===== config.mk =====
export PLATFORM = sky130hd
export DESIGN_NAME = rx_fifo_read_arbiter
export DESIGN_NICKNAME = d
export VERILOG_FILES = /design/src/rtl/rx_fifo_read_arbiter.sv
export SDC_FILE = /design/constraint.sdc
export NUM_CORES = 1
export LEC_CHECK = 0
export CORE_AREA = 2 2 53 55
export DETAILED_ROUTE_END_ITERATION = 16
export DIE_AREA = 0 0 55 57
export PLACE_DENSITY = 0.71
export SLEW_MARGIN = 10
export SYNTH_ARGS = -nofsm -noshare
export SYNTH_HDL_FRONTEND = slang
export SYNTH_SLANG_ARGS = --single-unit

===== constraint.sdc =====
create_clock -name clk -period 1.6 [get_ports clk]
set_input_delay 0.48 -clock clk [delete_from_list [all_inputs] [get_ports clk]]
set_output_delay 0.48 -clock clk [all_outputs]
set_load 0.05 [all_outputs]

===== src/rtl/rx_fifo_read_arbiter.sv =====
// -----------------------------------------------------------------------------
// rx_fifo_read_arbiter
//
// Shares the edge-triggered RX FIFO pop port between two requesters:
//   A = host register read, B = loopback/diagnostic path.
// A granted pop drives Pop_Data high for POP_PULSE_CYCLES cycles, then low for
// SETTLE_CYCLES cycles. FIFO_Data is captured on the last low cycle, and the
// winner gets a one-cycle Ack with the captured word. If the FIFO is empty, no
// pop is issued and the Ack carries Rsp_Empty=1 one cycle after the grant.
//
// Build option:
//   RX_FIFO_ARB_FIXED_PRIO_EN  defined   -> fixed priority, A always beats B
//                              undefined -> round-robin (A wins first tie)
//
// Ports:
//   clk, rst         clock, synchronous active-high reset
//   Req_A, Req_B     level requests, held until the matching Ack
//   Ack_A, Ack_B     one-cycle completion pulses (mutually exclusive)
//   Rsp_Data         captured FIFO word, held until the next capture
//   Rsp_Empty        valid with Ack; 1 = FIFO was empty, nothing popped
//   FIFO_Data        FIFO Data_Out
//   FIFO_Empty       FIFO empty flag
//   Data_Rdy         FIFO write strobe (observed only)
//   BIST_Mode        blocks new grants while high
//   Pop_Data         registered pop strobe to the FIFO
//   Write_Collision  one-cycle pulse when a write strobe rises during a pop
// -----------------------------------------------------------------------------
module rx_fifo_read_arbiter #(
  parameter int DATA_BITS        = 8,
  parameter int POP_PULSE_CYCLES = 2,
  parameter int SETTLE_CYCLES    = 1
) (
  input  logic                 clk,
  input  logic                 rst,
  input  logic                 Req_A,
  input  logic                 Req_B,
  output logic                 Ack_A,
  output logic                 Ack_B,
  output logic [DATA_BITS-1:0] Rsp_Data,
  output logic                 Rsp_Empty,
  input  logic [DATA_BITS-1:0] FIFO_Data,
  input  logic                 FIFO_Empty,
  input  logic                 Data_Rdy,
  input  logic                 BIST_Mode,
  output logic                 Pop_Data,
  output logic                 Write_Collision
);

  localparam int MAX_CNT = (POP_PULSE_CYCLES > SETTLE_CYCLES) ? POP_PULSE_CYCLES
                                                               : SETTLE_CYCLES;
  localparam int CNT_W   = $clog2(MAX_CNT + 1);

  typedef enum logic [1:0] {
    IDLE,
    POP,
    SETTLE,
    ACK
  } state_t;

  state_t                 state_q;
  logic [CNT_W-1:0]       cnt_q;
  logic                   win_b_q;      // current transaction belongs to B
  logic                   data_rdy_q;   // previous Data_Rdy, for edge detect
  logic                   pop_q;
  logic                   ack_a_q;
  logic                   ack_b_q;
  logic [DATA_BITS-1:0]   rsp_data_q;
  logic                   rsp_empty_q;
  logic                   wcol_q;

  logic                   any_req;
  logic                   pick_b;
  logic                   wr_rise;

`ifdef RX_FIFO_ARB_FIXED_PRIO_EN
  // A always wins; B only gets the port when A is not asking.
  always_comb begin
    any_req = Req_A | Req_B;
    pick_b  = ~Req_A;
  end
`else
  // Round-robin pointer: 1 means B was granted last, so A wins the next tie.
  logic last_b_q;

  always_comb begin
    any_req = Req_A | Req_B;
    pick_b  = Req_B & (~Req_A | ~last_b_q);
  end

  always_ff @(posedge clk) begin
    if (rst) begin
      last_b_q <= 1'b1;
    end else if (state_q == ACK) begin
      last_b_q <= win_b_q;
    end
  end
`endif

  always_comb begin
    wr_rise = Data_Rdy & ~data_rdy_q;
  end

  always_ff @(posedge clk) begin
    if (rst) begin
      state_q     <= IDLE;
      cnt_q       <= '0;
      win_b_q     <= 1'b0;
      data_rdy_q  <= 1'b0;
      pop_q       <= 1'b0;
      ack_a_q     <= 1'b0;
      ack_b_q     <= 1'b0;
      rsp_data_q  <= '0;
      rsp_empty_q <= 1'b0;
      wcol_q      <= 1'b0;
    end else begin
      data_rdy_q <= Data_Rdy;
      // Informational only: flags a write strobe rising under an active pop.
      wcol_q     <= wr_rise & pop_q;
      ack_a_q    <= 1'b0;
      ack_b_q    <= 1'b0;

      case (state_q)
        IDLE: begin
          if (!BIST_Mode && any_req) begin
            if (FIFO_Empty) begin
              win_b_q     <= pick_b;
              rsp_empty_q <= 1'b1;
              ack_a_q     <= ~pick_b;
              ack_b_q     <= pick_b;
              state_q     <= ACK;
            end else if (!Data_Rdy) begin
              // A concurrent write defers the pop; nothing is committed and
              // arbitration is redone on the next IDLE cycle.
              win_b_q     <= pick_b;
              rsp_empty_q <= 1'b0;
              pop_q       <= 1'b1;
              cnt_q       <= CNT_W'(POP_PULSE_CYCLES - 1);
              state_q     <= POP;
            end
          end
        end

        POP: begin
          if (cnt_q == '0) begin
            pop_q   <= 1'b0;
            cnt_q   <= CNT_W'(SETTLE_CYCLES - 1);
            state_q <= SETTLE;
          end else begin
            cnt_q <= cnt_q - 1'b1;
          end
        end

        SETTLE: begin
          if (cnt_q == '0) begin
            rsp_data_q <= FIFO_Data;
            ack_a_q    <= ~win_b_q;
            ack_b_q    <= win_b_q;
            state_q    <= ACK;
          end else begin
            cnt_q <= cnt_q - 1'b1;
          end
        end

        ACK: begin
          state_q <= IDLE;
        end

        default: begin
          state_q <= IDLE;
        end
      endcase
    end
  end

  assign Pop_Data        = pop_q;
  assign Ack_A           = ack_a_q;
  assign Ack_B           = ack_b_q;
  assign Rsp_Data        = rsp_data_q;
  assign Rsp_Empty       = rsp_empty_q;
  assign Write_Collision = wcol_q;

endmodule


# ---- After elaboration in Yosys (flattened, before gate mapping)
# Index checks and enable logic that the tools add are counted.
dict set report word_totals {
  reg_bits 20
  inputBits 15
  output_inout_bits 13
}
dict set report op_classes {
  add_sub_neg 1
  n_eq_ne 11
  mux 28
  bitwise 10
  n_reduce_logical 11
}
# operator count
set ops {}
lappend ops {{$mux 2} 9}
lappend ops {{$mux 1} 14}
lappend ops {{$ne 2x2->1 const B} 7}
lappend ops {{$reduce_and 5->1} 2}
lappend ops {{$pmux 2 s4} 1}
lappend ops {{$pmux 1 s2} 3}
lappend ops {{$pmux 2 s3} 1}
lappend ops {{$not 1->1} 5}
lappend ops {{$eq 2x2->1 const B} 2}
lappend ops {{$logic_not 2->1} 2}
lappend ops {{$reduce_and 4->1} 1}
lappend ops {{$and 1x1->1} 3}
lappend ops {{$ne 3x3->1 const B} 1}
lappend ops {{$reduce_and 3->1} 1}
lappend ops {{$reduce_bool 3->1} 1}
lappend ops {{$eq 2x1->1 const B} 1}
lappend ops {{$or 1x1->1} 2}
lappend ops {{$reduce_and 2->1} 1}
lappend ops {{$reduce_bool 2->1} 1}
lappend ops {{$sub 2x1->2 const B} 1}
lappend ops {{$logic_and 1x1->1} 1}
lappend ops {{$logic_not 1->1} 1}

# ---- Logic depth before layout (Yosys ltp)
# Gate-level depths: netlist of the first run.
dict set report logic_depth {
  ltp_word 7
  mapped_depth 6
}

# ---- Worst setup path before layout of the first run
# Ideal clock, no wire load.
dict set report synth_timing {
  path_type {flip-flop to flip-flop}
  start {register state_q[0]}
  end {register cnt_q[0]}
  setup_ns 0.121
  arrival_ns 1.600
  required_ns 1.479
  slack_ns -0.121
  stages_incl_launch_ff 7
  synth_period_minus_slack_ns 1.721
  cell_sequence {dfxtp_1 > inv_1 > ha_1 > and2_4 > buf_6 > a2111oi_4 > mux2_4}
}
dict set report synth_via {
  elab_chain_cells 3
  word_cells_on_any_way 10
  classes_between {eq/ne (6); mux (1); reduce/logical (3)}
}
# item line_no
set synth_rtl {}
lappend synth_rtl {{from (decl)} 60} ;# state_t state_q;
lappend synth_rtl {{from (signal assigned)} 105} ;# state_q <= IDLE;
lappend synth_rtl {{from (signal assigned)} 130} ;# state_q <= ACK;
lappend synth_rtl {{from (signal assigned)} 138} ;# state_q <= POP;
lappend synth_rtl {{$eq 2x2->1, or another cell as far along} 122} ;# case (state_q)
lappend synth_rtl {{$ne 2x2->1 (no source line) / $reduce_bool 3->1 (equally long branches)} -}
lappend synth_rtl {{$reduce_and 5->1 (no source line)} -}
lappend synth_rtl {{to (signal assigned)} 137} ;# cnt_q <= CNT_W'(POP_PULSE_CYCLES - 1);
lappend synth_rtl {{to (signal assigned)} 146} ;# cnt_q <= CNT_W'(SETTLE_CYCLES - 1);
lappend synth_rtl {{to (signal assigned)} 149} ;# cnt_q <= cnt_q - 1'b1;
lappend synth_rtl {{to (decl)} 61} ;# logic [CNT_W-1:0] cnt_q;
# Several ways; a longest one is shown, not always the timed one.
# A chain may end at the register's enable or synchronous reset.

# ---- Worst setup path after layout of the first run
dict set report layout_timing {
  start {register cnt_q[0]}
  end {register cnt_q[0]}
}
dict set report layout_via {
  elab_chain_cells 3
  word_cells_on_any_way 7
  classes_between {add/sub (1); eq/ne (1); mux (3); reduce/logical (2)}
}
# item line_no
set layout_rtl {}
lappend layout_rtl {{$sub 2x1->2 / $logic_not 2->1 (equally long branches)} -}
lappend layout_rtl {{$mux 2, or another cell as far along} 154} ;# if (cnt_q == '0) begin
lappend layout_rtl {{$pmux 2 s3 / $reduce_and 5->1 (equally long branches)} -}
# Several ways; a longest one is shown, not always the timed one. The select of a mux whose other input is x is not followed.

==> flow_metrics.tcl, run 1 <==
set metrics [dict create \
    status "complete, no violations" \
    fin_util_pct 62.4 \
    initial_utilization_pct 38.6 \
    ys_types 33 \
    maxCapViolations 0 \
    r2r_cells 5 \
    path_class "register to register" \
    die_h_um 57 \
    core_um2 2620 \
    antenna_found_initial 0 \
    worstMarginPinSlew_ps 306 \
    num-fill-cells 211 \
    grt.total_usage_pct 16.8 \
    finalClockSkew_ps 5.90 \
    postSynthNetCount 136 \
    port_buffers 27 \
    wl_met1_um 976 \
    first_pass_iters 4 \
    hold_depth 1 \
    reg2reg_to "cnt_q[0]" \
    critPathLaunchType "register" \
    ir_worst_vdd_v 0.000868 \
    leakage_nw 0.692 \
    area_delta_synth_final_pct 61.7 \
    via_per_inst 5.01 \
    end_kind "register" \
    drtIter0Drc 14 \
    min_from "data_rdy_q" \
    synthCells 113 \
    pin_count 28 \
    maxUsedRoutingLayer "met4" \
    wl_met3_um 75 \
    post-route-min-period_ps 1510 \
    syn_area_um2 1010 \
    hold_viol 0 \
    grt_max_degree 13 \
    row_count 19 \
    cts_tree "done" \
    cts_hold_buffers 0 \
    grt_pass1_wl_mm 3.84 \
    ys_warn_count 0 \
    wl_met2_mm 1.29 \
    grt_overflow 0 \
    cts.sinks 20 \
    reg2reg_from "cnt_q[0]" \
    finalMaxSlewViolations 0 \
    crit_path_max_fanout 3 \
    die-area_um2 3140 \
    first_global_vias 880 \
    drt-total-wl_mm 2.39 \
    crit_arrival_ps 1730 \
    setup_viol 0 \
    max_slew_margin_pct 79.6 \
    power_density_nw_per_um2 1460 \
    ant_nets 0 \
    drive_above_1_share_pct 30.8 \
    fin_nets 180 \
    gp_congestion 0.806 \
    diodes 0 \
    ys_seq_area_share_pct 39.7 \
    cts_buffer_depth 2 \
    synth_edf_count 0 \
    clock-root-buffer "clkbuf_4" \
    fin_crit_sh_pct 94.1 \
    required_ps 1820 \
    syn_area_per_cell_um2 8.94 \
    cts_buffers 3 \
    htree_levels 1 \
    insertion_delay_ps 320 \
    crit_start "cnt_q[0]" \
    timing.hold.ws_ps 414 \
    die_w_um 55 \
    routed-via-count 937 \
    hold_class "register to register" \
    wl_per_cell_um 12.8 \
    rsz0062_at_grt "false" \
    drc 0 \
    worst_hold_path.endpoint "Write_Collision" \
    reg2reg_slack_ps 90 \
    fmax_mhz 664 \
    place_hpwl_mm 1.90 \
    synth_ff_type "dfxtp_1" \
    ys_ff_latch 20 \
    clkTransAtPathRegs_ps 130 \
    ys_async_sr_fraction_pct 0 \
]
-- final cells by class --
class                           instances  area (um^2)  share of cell area [%]
Timing Repair Buffer                   43          537                    32.9
Sequential cell                        20          405                    24.8
Inverter                                8         30.0                    1.84
Clock inverter                          1         30.0                    1.84
Tap cell                               31         38.8                    2.38
Multi-Input combinational cell         81          569                    34.9
Clock buffer                            3         22.5                    1.38
-- cells in the mapped netlist (all sizes together), types with 2 or more instances --
cell type  instances  area [um^2]
nand2b             4         25.0
inv                8         30.0
mux2               2         26.3
o21bai             2         15.0
a21oi             11         55.1
ha                 8          100
a211o              2         17.5
nand2             21         78.8
dfxtp             20          400
nor2               6         22.5
mux2i              2         20.0
a21o               2         15.0
nand4              2         12.5
buf                2         18.8
nor2b              2         12.5
a31oi              2         12.5
clkbuf             2         7.51
o31ai              2         15.0
-- cell families after synthesis --
| logic type | share of synthesized area (%) |
|---|---|
| buf+inv | 5.58 |
| simple gates | 18.5 |
| flops | 39.7 |
| compound gates | 21.8 |
| mux | 4.58 |
| fa+ha+maj | 9.91 |
-- state kept, by name, summed over array words and instances, names as in the netlist --
register / cells
Rsp_Data: 8
cnt_q: 2
state_q: 2
Ack_A: 1
Ack_B: 1
Pop_Data: 1
Rsp_Empty: 1
Write_Collision: 1
data_rdy_q: 1
last_b_q: 1
win_b_q: 1
-- per-layer routing --
layer,track usage (%),vias up
met2,29.3,19
met4,7.32,0
met3,2.36,6
met1,19.8,439
li1,-,473
met5,0,-
-- placed cells by master (no fill, tap or decap), types with 3 or more instances in the layout --
cell             instances
nand2_1                 21
dfxtp_1                 16
buf_4                   15
buf_12                  13
a21oi_1                 11
clkdlybuf4s50_1          9
inv_1                    6
nor2_1                   6
ha_1                     6
dlymetal6s2s_1           5
nand2b_1                 4
dfxtp_2                  4
clkbuf_4                 3
-- power breakdown --
part	internal (W)	switching [W]	total [W]	leakage, nW
sequential	0.000596	0.0000772	0.000673	0.164
combinational	0.000662	0.000628	0.00129	0.500
clock	0.000253	0.000175	0.000429	0.0279
-- through the flow --
stage	cell area, um^2	TNS, ps	worst slack (ps)	instances	total power [W]
final	1630	0	94.2	187	0.00239
after global routing	1630	0	10.7	187	0.00254
after CTS	1590	0	6.12	186	0.00238
after detailed placement	1540	-1690	-401	182	0.00194
after global placement	1540	-1360	-368	182	0.00191
after floorplan	1010	0	6.42	113	0.00141
-- timing repair --
action | CTS | global route
setup buffers | 0 | 1
endpoints found under the setup margin | 2 | 3
gates resized for setup | 1 | 14
pin swaps | 1 | 3
-- worst max-delay path by stage --
stage	end	slack, ps	cells past startpoint
4_1_cts	cnt_q[0]	6	5
2_1_floorplan	cnt_q[0]	6	6
3_3_place_gp	cnt_q[0]	-370	4
5_1_grt	cnt_q[1]	10	6
3_5_place_dp	cnt_q[0]	-400	4
6_report	cnt_q[0]	90	5
-- worst max-delay path, cell delays in order (launching register included) --
cell and delay (ps):
dfxtp_2 350, inv_1 70, ha_1 240, and2_4 180, a2111oi_4 230, mux2_4 330
No activity file was read; power rests on OpenSTA's default activity.
==> run 2: changes to the inputs <==
Settings changed: SETUP_SLACK_MARGIN from default to 0.15.
==> run 2 against run 1 <==
- hold slack worse by 12 ps
- final area up 4.4%
- cell count is 2.7% higher
- sequential power increased by 2%
- global-route usage increased by 1.2 points
- via count grew 4.7%
- critical endpoint unchanged
- largest cell class unchanged
==> flow_metrics.tcl, run 2 (synthesis gave the netlist of run 1 again) <==
set metrics [dict create \
    finalMaxSlewViolations 0 \
    grt_pass1_wl_mm 4.23 \
    cts.sinks 20 \
    wl_met3_um 163 \
    status "complete, no violations" \
    clkTransAtPathRegs_ps 110 \
    crit_start "state_q[0]" \
    setup_viol 0 \
    maxUsedRoutingLayer "met4" \
    num-fill-cells 212 \
    post-route-min-period_ps 1540 \
    first_pass_iters 4 \
    power_density_nw_per_um2 1470 \
    rsz0062_at_grt "true" \
    leakage_nw 0.683 \
    area_delta_synth_final_pct 68.9 \
    clock-root-buffer "clkbuf_4" \
    routed-via-count 981 \
    ir_worst_vdd_v 0.00120 \
    port_buffers 27 \
    drive_above_1_share_pct 36.6 \
    drc 0 \
    antenna_found_initial 0 \
    fin_nets 185 \
    place_area_um2 1550 \
    critPathLaunchType "register" \
    die_h_um 57 \
    place_hpwl_mm 1.88 \
    required_ps 1790 \
    drtIter0Drc 28 \
    crit_arrival_ps 1740 \
    first_global_vias 998 \
    htree_levels 1 \
    crit_path_max_fanout 4 \
    grt_overflow 0 \
    die_w_um 55 \
    gp_congestion 0.763 \
    cp_slowest_stage_delay_ps 400 \
    fin_crit_sh_pct 96.4 \
    largest_reg_flops 8 \
    layout_commonest_cell "nand2_1" \
    worstMarginPinSlew_ps 332 \
    fmax_mhz 648 \
    ant_nets 0 \
    min_from "data_rdy_q" \
    final_cell_count_no_fill 192 \
    insertion_delay_ps 290 \
    diodes 0 \
    reg2reg_slack_ps 60 \
    grt_max_degree 12 \
    cts_buffers 3 \
    hold_viol 0 \
    finalClockSkew_ps 2.07 \
    design_area_um2 1710 \
    drt-total-wl_mm 2.51 \
    hold_class "register to register" \
    via_per_inst 5.11 \
    row_count 19 \
    tns_ps 0 \
    critical_path.cell_chain "inv_2 > ha_4 > buf_6 > a2111oi_4 > mux2_4" \
    multi_input_area_um2 632 \
    cp_slowest_cell "a2111oi_4" \
    dp_cells 180 \
    pin_count 28 \
    initial_utilization_pct 38.6 \
    end_kind "register" \
    wl_met1_mm 1.02 \
    path_class "register to register" \
    maxCapViolations 0 \
    max_slew_margin_pct 77.8 \
    register_area_um2 407 \
    wl_met2_mm 1.29 \
    grt.total_usage_pct 18.0 \
    die-area_um2 3140 \
    cts_tree "done" \
    final_cell_mix "21 x nand2_1, 19 x buf_4, 17 x dfxtp_1" \
    wl_per_cell_um 13.1 \
    cts_hold_buffers 0 \
    core_um2 2620 \
    cts_buffer_depth 2 \
    reg2reg_from "state_q[0]" \
]
run 2: cell count changes in the layout (fill, tap and decap cells not counted), sizes merged:
cell	before	now
bufinv	1	0
dlymetal6s2s	5	0
clkbuf	3	4
buf	29	34
dlygate4sd2	0	5
run 2: critical path, delay by kind of cell (launching register included):
family,cells,cell delay [ps]
compound gates,1,400
flops,1,350
mux,1,330
buf+inv,2,180
fa+ha+maj,1,170
run 2: worst paths after layout:
| check | endpoint | depth (start not counted) |
|---|---|---|
| max | cnt_q[0] | 5 |
| min | Write_Collision | 1 |
| max reg2reg | cnt_q[0] | 5 |
| min reg2reg | Write_Collision | 1 |
run 2: where the power goes:
group / total (W) / leakage, nW / switching (W) / internal (W)
Clock: 0.000285 / 0.0210 / 0.000147 / 0.000139
Combinational: 0.00154 / 0.498 / 0.000717 / 0.000820
Sequential: 0.000686 / 0.164 / 0.0000874 / 0.000599
Total: 0.00251 / 0.683 / 0.000951 / 0.00156
run 2: layer usage:
| metal | vias to the layer above | GRT usage (%) |
|---|---|---|
| li1 | 482 | - |
| met4 | 0 | 5.92 |
| met1 | 464 | 21.0 |
| met5 | - | 0 |
| met3 | 4 | 3.14 |
| met2 | 31 | 32.1 |
run 2: stage by stage:
stage	worst slack, ps	util, %	total power [W]	hold slack (ps)
after floorplan	82.9	-	0.00146	372
after global placement	-369	59.3	0.00191	383
after detailed placement	-417	59.3	0.00196	386
after CTS	61.3	63.6	0.00242	402
after global routing	30.8	65.2	0.00267	441
final	57.1	65.2	0.00251	402
run 2: repair_timing:
| item | in CTS | in global routing |
|---|---|---|
| endpoints found under the setup margin | 5 | 7 |
| pin swaps | 5 | 2 |
| buffers inserted | 7 | 1 |
| endpoints found under the hold margin | 0 | 0 |
| resized for setup | 11 | 7 |
run 2: cell type report:
class                      instances  share of cell area, %
clock buffer                       4                   2.13
sequential                        20                   23.8
timing repair buffer              48                   32.8
tap                               31                   2.27
inverter                           8                   1.91
multi-input combinational         81                   37.1
==> run 3: changes to the inputs <==
Settings changed: CORE_AREA 2 2 53 55 to 2 2 45 64, DIE_AREA 0 0 55 57 to 0 0 47 66.
==> run 3 against run 2 <==
- cell count stayed put
- first-iteration DRC count down 75%
- largest power group unchanged
- largest cell class unchanged
- critical path depth is the same
- total power decreased by 2.8%
- utilization increased by 0.35 points
==> flow_metrics.tcl, run 3 (synthesis gave the netlist of run 1 again) <==
set metrics [dict create \
    multi_input_area_um2 626 \
    cts_buffers 3 \
    grt_max_degree 12 \
    first_global_vias 973 \
    drc 0 \
    worstMarginPinSlew_ps 327 \
    ant_nets 0 \
    dp_cells 185 \
    crit_path_max_fanout 5 \
    cp.depth 5 \
    end_kind "register" \
    critPathLaunchType "register" \
    die-area_um2 3100 \
    max_slew_margin_pct 78.2 \
    via_per_inst 4.91 \
    fin_crit_sh_pct 97.2 \
    path_buf_inv 1 \
    core_um2 2530 \
    design_area_um2 1660 \
    cts_tree "done" \
    insertion_delay_ps 310 \
    clock-root-buffer "clkbuf_4" \
    clkTransAtPathRegs_ps 110 \
    preCtsSetupSlack_ps -410 \
    first_pass_iters 2 \
    cp_slowest_stage_delay_ps 390 \
    path_delay_family "compound AO/OA/AOI/OAI gates" \
    leakage_nw 0.656 \
    required_ps 1810 \
    grt_pass1_wl_mm 4.22 \
    gp_congestion 0.796 \
    largest_reg_flops 8 \
    row_count 22 \
    ir_worst_vdd_v 0.000934 \
    place_hpwl_mm 1.94 \
    cp_slowest_cell "a2111oi_4" \
    power_density_nw_per_um2 1470 \
    setup_viol 0 \
    pin_count 28 \
    power_w 0.00244 \
    num-fill-cells 215 \
    fmax_mhz 643 \
    grt_overflow 0 \
    htree_levels 1 \
    finalMaxSlewViolations 0 \
    die_w_um 47 \
    worst_slack_ps 44.2 \
    rsz0062_at_grt "true" \
    hold_depth 1 \
    drtIter0Drc 7 \
    diodes 0 \
    port_buffers 27 \
    comb_power_share_pct 59.6 \
    status "complete, no violations" \
    grt.total_usage_pct 18.9 \
    critical_path.cell_chain "inv_4 > ha_4 > o21a_1 > a2111oi_4 > mux2_4" \
    cts_buffer_depth 2 \
    drive_above_1_share_pct 34.0 \
    die_h_um 66 \
    drt-total-wl_mm 2.53 \
    cts_hold_buffers 0 \
    wl_per_cell_um 13.2 \
    hold_class "register to register" \
    register_area_um2 407 \
    crit_arrival_ps 1770 \
    p_sw_share_pct 38.9 \
    post-route-min-period_ps 1560 \
    final_cell_mix "21 x nand2_1, 17 x dfxtp_1, 16 x buf_4" \
    fin_util_pct 65.6 \
    layout_commonest_cell "nand2_1" \
    path_class "register to register" \
    cts.sinks 20 \
    final_cell_count_no_fill 192 \
    finalClockSkew_ps 3.89 \
    p_seq_share_pct 28.0 \
    power_switching_w 0.000948 \
    routed-via-count 942 \
    p_clk_share_pct 12.4 \
    place_area_um2 1560 \
    antenna_found_initial 0 \
    initial_utilization_pct 39.9 \
    intPower_w 0.00149 \
    fin_nets 180 \
    maxCapViolations 0 \
    r2r_cells 5 \
    hold_viol 0 \
    area_delta_synth_final_pct 64.4 \
]
[run 3: cell types whose count changed in the layout (fill, tap and decap cells not counted)]
cell       previous run  this run
a2bb2oi_1             1         0
ha_4                  4         3
a2bb2oi_2             0         1
o21a_1                0         1
buf_4                19        16
o21bai_2              1         0
buf_6                 2         0
o221a_2               1         0
o221a_4               0         1
o21bai_1              0         1
ha_2                  0         1
o21a_4                1         0
[run 3: layout make-up]
class / instances / share of cell area [%]
Multi-Input combinational cell: 81 / 37.7
Timing Repair Buffer: 43 / 31.0
Sequential cell: 20 / 24.5
Tap cell: 36 / 2.71
Clock buffer: 4 / 2.19
Inverter: 8 / 1.96
[run 3: per-stage QoR]
stage / hold slack (ps) / setup TNS, ps
6_report: 414 / 0
5_1_grt: 443 / 0
4_1_cts: 414 / 0
3_5_place_dp: 388 / -1870
3_3_place_gp: 386 / -1490
2_1_floorplan: 372 / 0
[run 3: power groups by stage]
stage	logic, W	clock network (W)	registers (W)
after floorplan	0.000609	0	0.000855
after global placement	0.00126	0	0.000685
after detailed placement	0.00130	0	0.000688
after CTS	0.00141	0.000298	0.000676
after global routing	0.00156	0.000332	0.000693
final	0.00145	0.000303	0.000683
[run 3: path summary, 6_finish.rpt]
path / end / slack, ps / startpoint
worst max-delay path: cnt_q[0] / 40 / state_q[0]
worst min-delay path: Write_Collision / 410 / data_rdy_q
worst max register to register: cnt_q[0] / 40 / state_q[0]
worst min register to register: Write_Collision / 410 / data_rdy_q
[run 3: repair_timing]
item | 4_1_cts | 5_1_grt
pin swaps | 6 | 1
gates cloned | 0 | 0
resized for setup | 12 | 3
setup buffers | 2 | 1
setup endpoints to repair | 5 | 4
[run 3: metal layers]
layer | share of wire (%) | global-route usage (%) | vias up
met1 | 37 | 17.9 | 436
li1 | - | - | 471
met2 | 55 | 36.0 | 29
met4 | 3.5 | 9.38 | 0
met5 | 0 | 0 | -
met3 | 4.8 | 3.01 | 6
[run 3: worst reg2reg max path: stages (launching register included)]
cell and delay, ps:
dfxtp_4 380, inv_4 50, ha_4 170, o21a_1 130
a2111oi_4 390, mux2_4 330
